==> src/rtl/instr_decode_fsm.sv <==
// instr_decode_fsm: instruction register, decoder and control sequencer for the
// Simple RISC Machine. Latches a 16-bit instruction, then steps the datapath
// through one register-file access per cycle and supplies sign-extended immediates.
//
// Ports:
//   clk, reset_n            clock, asynchronous active-low reset
//   in_instr, load_ir       instruction word and IR capture (honoured only in WAIT)
//   start                   begin executing IR (honoured only in WAIT)
//   w                       high while waiting for a new instruction
//   readnum, writenum, vsel register-file addresses and writeback select
//   loada..write            datapath load / write enables
//   asel, bsel, shift, ALUop operand selects, shifter and ALU controls
//   sximm8, sximm5          sign-extended IR[7:0] and IR[4:0]
//   illegal                 sticky undecoded-instruction flag (ILLEGAL_OP_TRAP_EN only)
//
// Build option: define ILLEGAL_OP_TRAP_EN to trap undecoded instructions in HALT;
// otherwise they execute as a single-cycle no-op.
module instr_decode_fsm (
    input  logic        clk,
    input  logic        reset_n,
    input  logic [15:0] in_instr,
    input  logic        load_ir,
    input  logic        start,
    output logic        w,
    output logic [2:0]  readnum,
    output logic [2:0]  writenum,
    output logic [2:0]  vsel,
    output logic        loada,
    output logic        loadb,
    output logic        loadc,
    output logic        loads,
    output logic        write,
    output logic        asel,
    output logic        bsel,
    output logic [1:0]  shift,
    output logic [1:0]  ALUop,
    output logic [15:0] sximm8,
    output logic [15:0] sximm5
`ifdef ILLEGAL_OP_TRAP_EN
    ,
    output logic        illegal
`endif
);

    localparam int unsigned INSTR_W = 16;
    localparam int unsigned REG_W   = 3;
    localparam int unsigned VSEL_W  = 3;

    localparam logic [VSEL_W-1:0] VSEL_DP  = 3'b001;
    localparam logic [VSEL_W-1:0] VSEL_IMM = 3'b011;

    typedef enum logic [2:0] {
        S_WAIT      = 3'd0,
        S_DECODE    = 3'd1,
        S_WRITE_IMM = 3'd2,
        S_GET_A     = 3'd3,
        S_GET_B     = 3'd4,
        S_COMPUTE   = 3'd5,
        S_WRITE_REG = 3'd6
`ifdef ILLEGAL_OP_TRAP_EN
        ,
        S_HALT      = 3'd7
`endif
    } state_t;

    // Control bundle driven to the datapath; registered as a unit.
    typedef struct packed {
        logic              w;
        logic [REG_W-1:0]  readnum;
        logic [REG_W-1:0]  writenum;
        logic [VSEL_W-1:0] vsel;
        logic              loada;
        logic              loadb;
        logic              loadc;
        logic              loads;
        logic              write;
        logic              asel;
        logic              bsel;
        logic [1:0]        shift;
        logic [1:0]        aluop;
    } ctrl_t;

    localparam ctrl_t CTRL_RESET = '{w: 1'b1, vsel: VSEL_DP, default: '0};

    state_t              state_q, state_next;
    logic [INSTR_W-1:0]  ir_q, ir_next;
    ctrl_t               ctrl_q, ctrl_next;
    logic [INSTR_W-1:0]  sximm8_q, sximm5_q;

    // IR capture is only accepted while idle in WAIT.
    always_comb begin
        ir_next = ir_q;
        if (load_ir && (state_q == S_WAIT)) begin
            ir_next = in_instr;
        end
    end

    logic [2:0]       opcode;
    logic [1:0]       op;
    logic [REG_W-1:0] rn, rd, rm;
    logic [1:0]       sh;

    assign opcode = ir_next[15:13];
    assign op     = ir_next[12:11];
    assign rn     = ir_next[10:8];
    assign rd     = ir_next[7:5];
    assign sh     = ir_next[4:3];
    assign rm     = ir_next[2:0];

    logic is_mov_imm, is_mov_reg, is_alu, is_cmp, is_mvn;

    assign is_mov_imm = (opcode == 3'b110) && (op == 2'b10);
    assign is_mov_reg = (opcode == 3'b110) && (op == 2'b00);
    assign is_alu     = (opcode == 3'b101);
    assign is_cmp     = is_alu && (op == 2'b01);
    assign is_mvn     = is_alu && (op == 2'b11);

    // Next-state logic.
    always_comb begin
        state_next = state_q;
        case (state_q)
            S_WAIT: begin
                if (start) state_next = S_DECODE;
            end
            S_DECODE: begin
                if (is_mov_imm)                 state_next = S_WRITE_IMM;
                else if (is_mov_reg || is_mvn)  state_next = S_GET_B;
                else if (is_alu)                state_next = S_GET_A;
`ifdef ILLEGAL_OP_TRAP_EN
                else                            state_next = S_HALT;
`else
                else                            state_next = S_WAIT;
`endif
            end
            S_GET_A:     state_next = S_GET_B;
            S_GET_B:     state_next = S_COMPUTE;
            S_COMPUTE:   state_next = is_cmp ? S_WAIT : S_WRITE_REG;
            S_WRITE_IMM: state_next = S_WAIT;
            S_WRITE_REG: state_next = S_WAIT;
`ifdef ILLEGAL_OP_TRAP_EN
            S_HALT:      state_next = S_HALT;
`endif
            default:     state_next = S_WAIT;
        endcase
    end

    // Moore decode of the upcoming state, so the registered outputs track the state register.
    always_comb begin
        ctrl_next          = '0;
        ctrl_next.w        = (state_next == S_WAIT);
        ctrl_next.readnum  = rm;
        ctrl_next.writenum = rd;
        ctrl_next.vsel     = VSEL_DP;
        ctrl_next.shift    = sh;
        ctrl_next.aluop    = op;
        case (state_next)
            S_WRITE_IMM: begin
                ctrl_next.writenum = rn;
                ctrl_next.vsel     = VSEL_IMM;
                ctrl_next.write    = 1'b1;
            end
            S_GET_A: begin
                ctrl_next.readnum = rn;
                ctrl_next.loada   = 1'b1;
            end
            S_GET_B: begin
                ctrl_next.readnum = rm;
                ctrl_next.loadb   = 1'b1;
            end
            S_COMPUTE: begin
                // A operand is forced off for the single-source instructions.
                ctrl_next.asel  = is_mov_reg || is_mvn;
                ctrl_next.aluop = is_mov_reg ? 2'b00 : op;
                ctrl_next.loadc = !is_cmp;
                ctrl_next.loads = is_cmp;
            end
            S_WRITE_REG: begin
                ctrl_next.writenum = rd;
                ctrl_next.vsel     = VSEL_DP;
                ctrl_next.write    = 1'b1;
            end
            default: begin
            end
        endcase
    end

    // State, IR and output registers.
    always_ff @(posedge clk or negedge reset_n) begin
        if (!reset_n) begin
            state_q  <= S_WAIT;
            ir_q     <= '0;
            ctrl_q   <= CTRL_RESET;
            sximm8_q <= '0;
            sximm5_q <= '0;
        end else begin
            state_q  <= state_next;
            ir_q     <= ir_next;
            ctrl_q   <= ctrl_next;
            sximm8_q <= {{8{ir_next[7]}}, ir_next[7:0]};
            sximm5_q <= {{11{ir_next[4]}}, ir_next[4:0]};
        end
    end

`ifdef ILLEGAL_OP_TRAP_EN
    // Sticky flag set on the DECODE -> HALT edge; cleared only by reset.
    logic illegal_q;

    always_ff @(posedge clk or negedge reset_n) begin
        if (!reset_n) begin
            illegal_q <= 1'b0;
        end else if ((state_q == S_DECODE) && (state_next == S_HALT)) begin
            illegal_q <= 1'b1;
        end
    end

    assign illegal = illegal_q;
`endif

    assign w        = ctrl_q.w;
    assign readnum  = ctrl_q.readnum;
    assign writenum = ctrl_q.writenum;
    assign vsel     = ctrl_q.vsel;
    assign loada    = ctrl_q.loada;
    assign loadb    = ctrl_q.loadb;
    assign loadc    = ctrl_q.loadc;
    assign loads    = ctrl_q.loads;
    assign write    = ctrl_q.write;
    assign asel     = ctrl_q.asel;
    assign bsel     = ctrl_q.bsel;
    assign shift    = ctrl_q.shift;
    assign ALUop    = ctrl_q.aluop;
    assign sximm8   = sximm8_q;
    assign sximm5   = sximm5_q;

endmodule

==> config.mk <==
export PLATFORM = sky130hd
export DESIGN_NAME = instr_decode_fsm
export DESIGN_NICKNAME = d
export VERILOG_FILES = /design/src/rtl/instr_decode_fsm.sv
export SDC_FILE = /design/constraint.sdc
export NUM_CORES = 1
export LEC_CHECK = 0
export CAP_MARGIN = 20
export CORE_ASPECT_RATIO = 1.75
export CORE_MARGIN = 10
export CORE_UTILIZATION = 38
export CTS_CLUSTER_SIZE = 14
export DETAILED_ROUTE_END_ITERATION = 6
export GPL_ROUTABILITY_DRIVEN = 0
export PLACE_DENSITY_LB_ADDON = 0.3
export SETUP_SLACK_MARGIN = 0.02
export SYNTH_ARGS = -nofsm -noshare
export SYNTH_HDL_FRONTEND = slang
export SYNTH_SLANG_ARGS = --single-unit
==> constraint.sdc <==
create_clock -name clk -period 2.9 [get_ports clk]
set_clock_uncertainty 0.05 [all_clocks]
set_input_delay 0.58 -clock clk [delete_from_list [all_inputs] [get_ports clk]]
set_output_delay 0.58 -clock clk [all_outputs]
set_load 0.05 [all_outputs]
=== Word level (Yosys, flattened, before mapping) ===
Cells that the tools add are included.

* Add/subtract/negate cells: 0
* $mul: 0
* Divide/modulo/power cells: 0
* $lt $le $gt $ge: 0
* Eq/ne operators: 14
* Shift-type cells: 0
* Mux-type cells: 16
* Bitwise gates (word level): 0
* Reductions and logical operators: 11

{| class="wikitable"
|+ Operators by type and width
! operator !! number
|-
| equality test 3 bit (second input constant) || 7
|-
| 2-to-1 mux 16 bit || 1
|-
| 2-to-1 mux 3 bit || 5
|-
| case mux 3 bit (5 select lines) || 1
|-
| equality test 3 x 2 -> 1 bit (second input constant) || 3
|-
| 2-to-1 mux 2 bit || 4
|-
| zero test 3 bit || 2
|-
| 2-to-1 mux 6 bit || 1
|-
| logical AND 1 bit || 5
|-
| equality test 2 bit (second input constant) || 2
|-
| 2-to-1 mux 1 bit || 4
|-
| equality test 3 x 1 -> 1 bit (second input constant) || 1
|-
| equality test 2 x 1 -> 1 bit (second input constant) || 1
|-
| zero test 2 bit || 1
|-
| OR reduction 2 bit || 1
|-
| zero test 1 bit || 1
|-
| logical OR 1 bit || 1
|}

* Register bits after elaboration: 52
* Bits in latches: 0
* RAM bits: 0
* Memory bits (read-only): 0
* Bits of input ports: 20
* Output and inout port bits: 53
* Logic and storage cells: 57
* Memories kept: 0

=== Logic depth before layout (Yosys ltp) ===
* Depth in word-level cells: 12
* Depth in mapped cells: 7
* Gate-level depth less buffers: 6

=== Least setup slack after synthesis ===
Ideal clock, no wire load.

* Path kind: in2reg
* From: in load_ir
* To: reg ctrl_q (netlist bit w)
* Library setup time: 0.105 ns
* Arrival: 2.098 ns
* Required time: 2.745 ns
* Path slack: 0.648 ns
* Cell stages on the path: 6
* Path buffers: 0
* Path through: nor4b_4 > mux2i_1 > o31ai_1 > o22ai_1 > a21oi_2 > a2111oi_2

{| class="wikitable"
|+ RTL lines
! item !! RTL line !! RTL
|-
| start: declaration || 22 || <nowiki>input logic load_ir,</nowiki>
|-
| end signal: assignment || 198 || <nowiki>ctrl_q <= ctrl_next;</nowiki>
|-
| end: declaration || 87 || <nowiki>ctrl_t ctrl_q, ctrl_next;</nowiki>
|}

==> reports/results.tsv <==
metric	value	unit
CP Max Fanout	16	
max incr delay on CP	0.46	ns
Synth async-reset ratio	100	%
synth-to-layout area growth	34.6	%
Clock Tree Root	clkbuf_8	
Synth cell types	31	
gr ovfl total	0	
Vias/cell	4.77	
Mapped Cells	152	
Worst Path Required	3.03	ns
Slew Limit Fails	0	
CTS Buffer Depth	2	
Hold Path Class	reg -> reg	
Syn Area/Cell	11.3	um2
Vert. Die Dim	109	um
Setup Fix Bufs, Post-CTS	0	
pin count of the biggest net entering global routing	34	
register bit total from synthesis	33	
min Tclk post-route	2.48	ns
vias in the first global route	1274	
sequential share of the synthesized area	48.0	%
I/O Buffers	69	
startpoint types	primary input	
most used flip-flop cell after synthesis	dfrtp_1	
RSZ-0062 raised after global routing	no	
drc violations	0	
CP Capture Type	flip-flop	
Inserted Clock Buffers	5	
max cap viols	0	
most used cell, CP	buf_4	
DIE WIDTH	70.9	um
worst-margin pin slew	0.537	ns
Post-Route WL	3990	um
final core occ	52.6	%
Syn Std Cell Area	1720	um2
Hold Violations, Final	0	
Global Route Usage Sum	10.5	%
Yosys Warn Count	0	
Max-slew headroom	64.1	%
# diodes	0	
Final period util	85.4	%
Crit path arrival time	2.60	ns
f_max	404	MHz
row cnt	32	
clk sinks	33	
die area	7730	um2
fillers	407	
Critical Path Slowest Stage Cell	clkdlybuf4s50_1	
first-pass GRT wire length	6440	um
H-tree depth	2	
total core area	4400	um2
status	completed	
top-level I/O count	73	
Iteration-0 DRC Markers	29	
Initial Util	39.1	%
Final TNS setup	0	ns
CTS clk-pin slew, worst paths	0.06	ns
layout cells sized above 1	18.8	%
# setup viols final	0	
kind of critical path	in -> reg	
ANT nets after route	0	
initial antenna violation count	0	
CTS tree	done	
dpl hpwl	3230	um
Nets	211	
cts repair resizes	0	
total number of vias	1159	
worst-skew pair later-pin latency	0.28	ns
EDFF count, synth	0	
hold_buf cts	0	
crit path cell chain	clkdlybuf4s50_1 > nor4b_4 > buf_4 > buf_4 > nand4_1 > o31ai_1 > a21oi_1 > a2111oi_2	
drt pass-1 iters	4	
DR WL/cell	16.4	um
[worst max-delay path: cells and delay by family]
family	cells	cell delay, ns
AO/OA/AOI/OAI	3	0.73
AND/OR/NAND/NOR	2	0.34
buffers and inverters	3	0.95
[path summary, 6_finish.rpt]
check / to / slack (ns) / from / depth (start not counted)
worst min register to register: ir_q[10] / 0.44 / ir_q[10] / 2
worst max-delay path: w / 0.42 / load_ir / 8
min in group asynchronous: loada / 0.64 / reset_n / 2
max in group asynchronous: w / 1.83 / reset_n / 2
worst max register to register: w / 0.54 / state_q[2] / 7
worst min-delay path: ir_q[10] / 0.44 / ir_q[10] / 2
[registers in the layout, indices dropped and copies added (netlist names)]
name      cells
loads         1
sximm5        4
loada         1
ir_q          9
loadc         1
vsel          1
write         1
w             1
sximm8        3
loadb         1
writenum      3
readnum       3
state_q       3
asel          1
[metal layers]
layer | track usage, % | vias up | part of all wire (%)
li1 | - | 547 | -
met1 | 8.92 | 555 | 32
met2 | 19.0 | 50 | 55
met3 | 5.73 | 7 | 10
met4 | 5.42 | 0 | 1.9
met5 | 0 | - | 0
[cells by family after synthesis]
group,synth area share [%]
buffers and inverters,19.3
DFF,48.0
and+or+nand+nor,12.0
muxes,14.7
AOI/OAI and AO/OA,5.60
other,0.436
[cell usage after synthesis, types with 2 or more instances]
cell	number	area, um2
nand3_1	3	15.0
o31ai_1	2	15.0
conb_1	2	7.51
dfrtp_1	32	801
mux2_2	18	203
nor2b_1	2	12.5
a21oi_2	2	17.5
nor3b_1	2	15.0
nand3b_1	2	15.0
mux2i_1	5	50.1
nand2b_1	2	12.5
buf_4	40	300
a21oi_1	3	15.0
nand2_1	7	26.3
nor2_1	8	30.0
inv_1	6	22.5
nand4b_1	2	17.5
[stage by stage]
step	instance area (um2)	hold slack [ns]	cells	setup WS, ns
4_1_cts	2320	0.444	243	0.413
5_1_grt	2320	0.485	243	0.190
2_1_floorplan	1730	0.234	153	0.648
3_3_place_gp	2200	0.430	235	0.214
3_5_place_dp	2200	0.429	235	0.121
6_report	2320	0.442	243	0.423
[cells in the final DEF (no fill, tap or decap), types with 2 or more instances in the layout]
| cell | n |
|---|---|
| a21oi_1 | 3 |
| nand2_1 | 7 |
| inv_1 | 6 |
| clkdlybuf4s50_1 | 69 |
| nand4b_1 | 2 |
| conb_1 | 3 |
| o31ai_1 | 2 |
| nor3b_1 | 2 |
| nand2b_1 | 2 |
| mux2i_1 | 5 |
| dfrtp_1 | 32 |
| a21oi_2 | 2 |
| clkbuf_8 | 6 |
| buf_4 | 4 |
| nand3_1 | 3 |
| nor2b_1 | 2 |
| nor2_1 | 8 |
| mux2_2 | 18 |
| nand3b_1 | 2 |
[cell type report]
class                           instances  area (um2)  share of cell area (%)
Timing Repair Buffer                   73         721                    31.1
Multi-Input combinational cell         72         567                    24.5
Clock buffer                            7        86.3                    3.73
Inverter                                6        22.5                   0.972
Sequential cell                        33         827                    35.7
Clock inverter                          1        30.0                    1.30
Tap cell                               51        63.8                    2.75
Power is not shown: default switching activity piles up to over one toggle a cycle in this logic, so the estimate is an artifact.
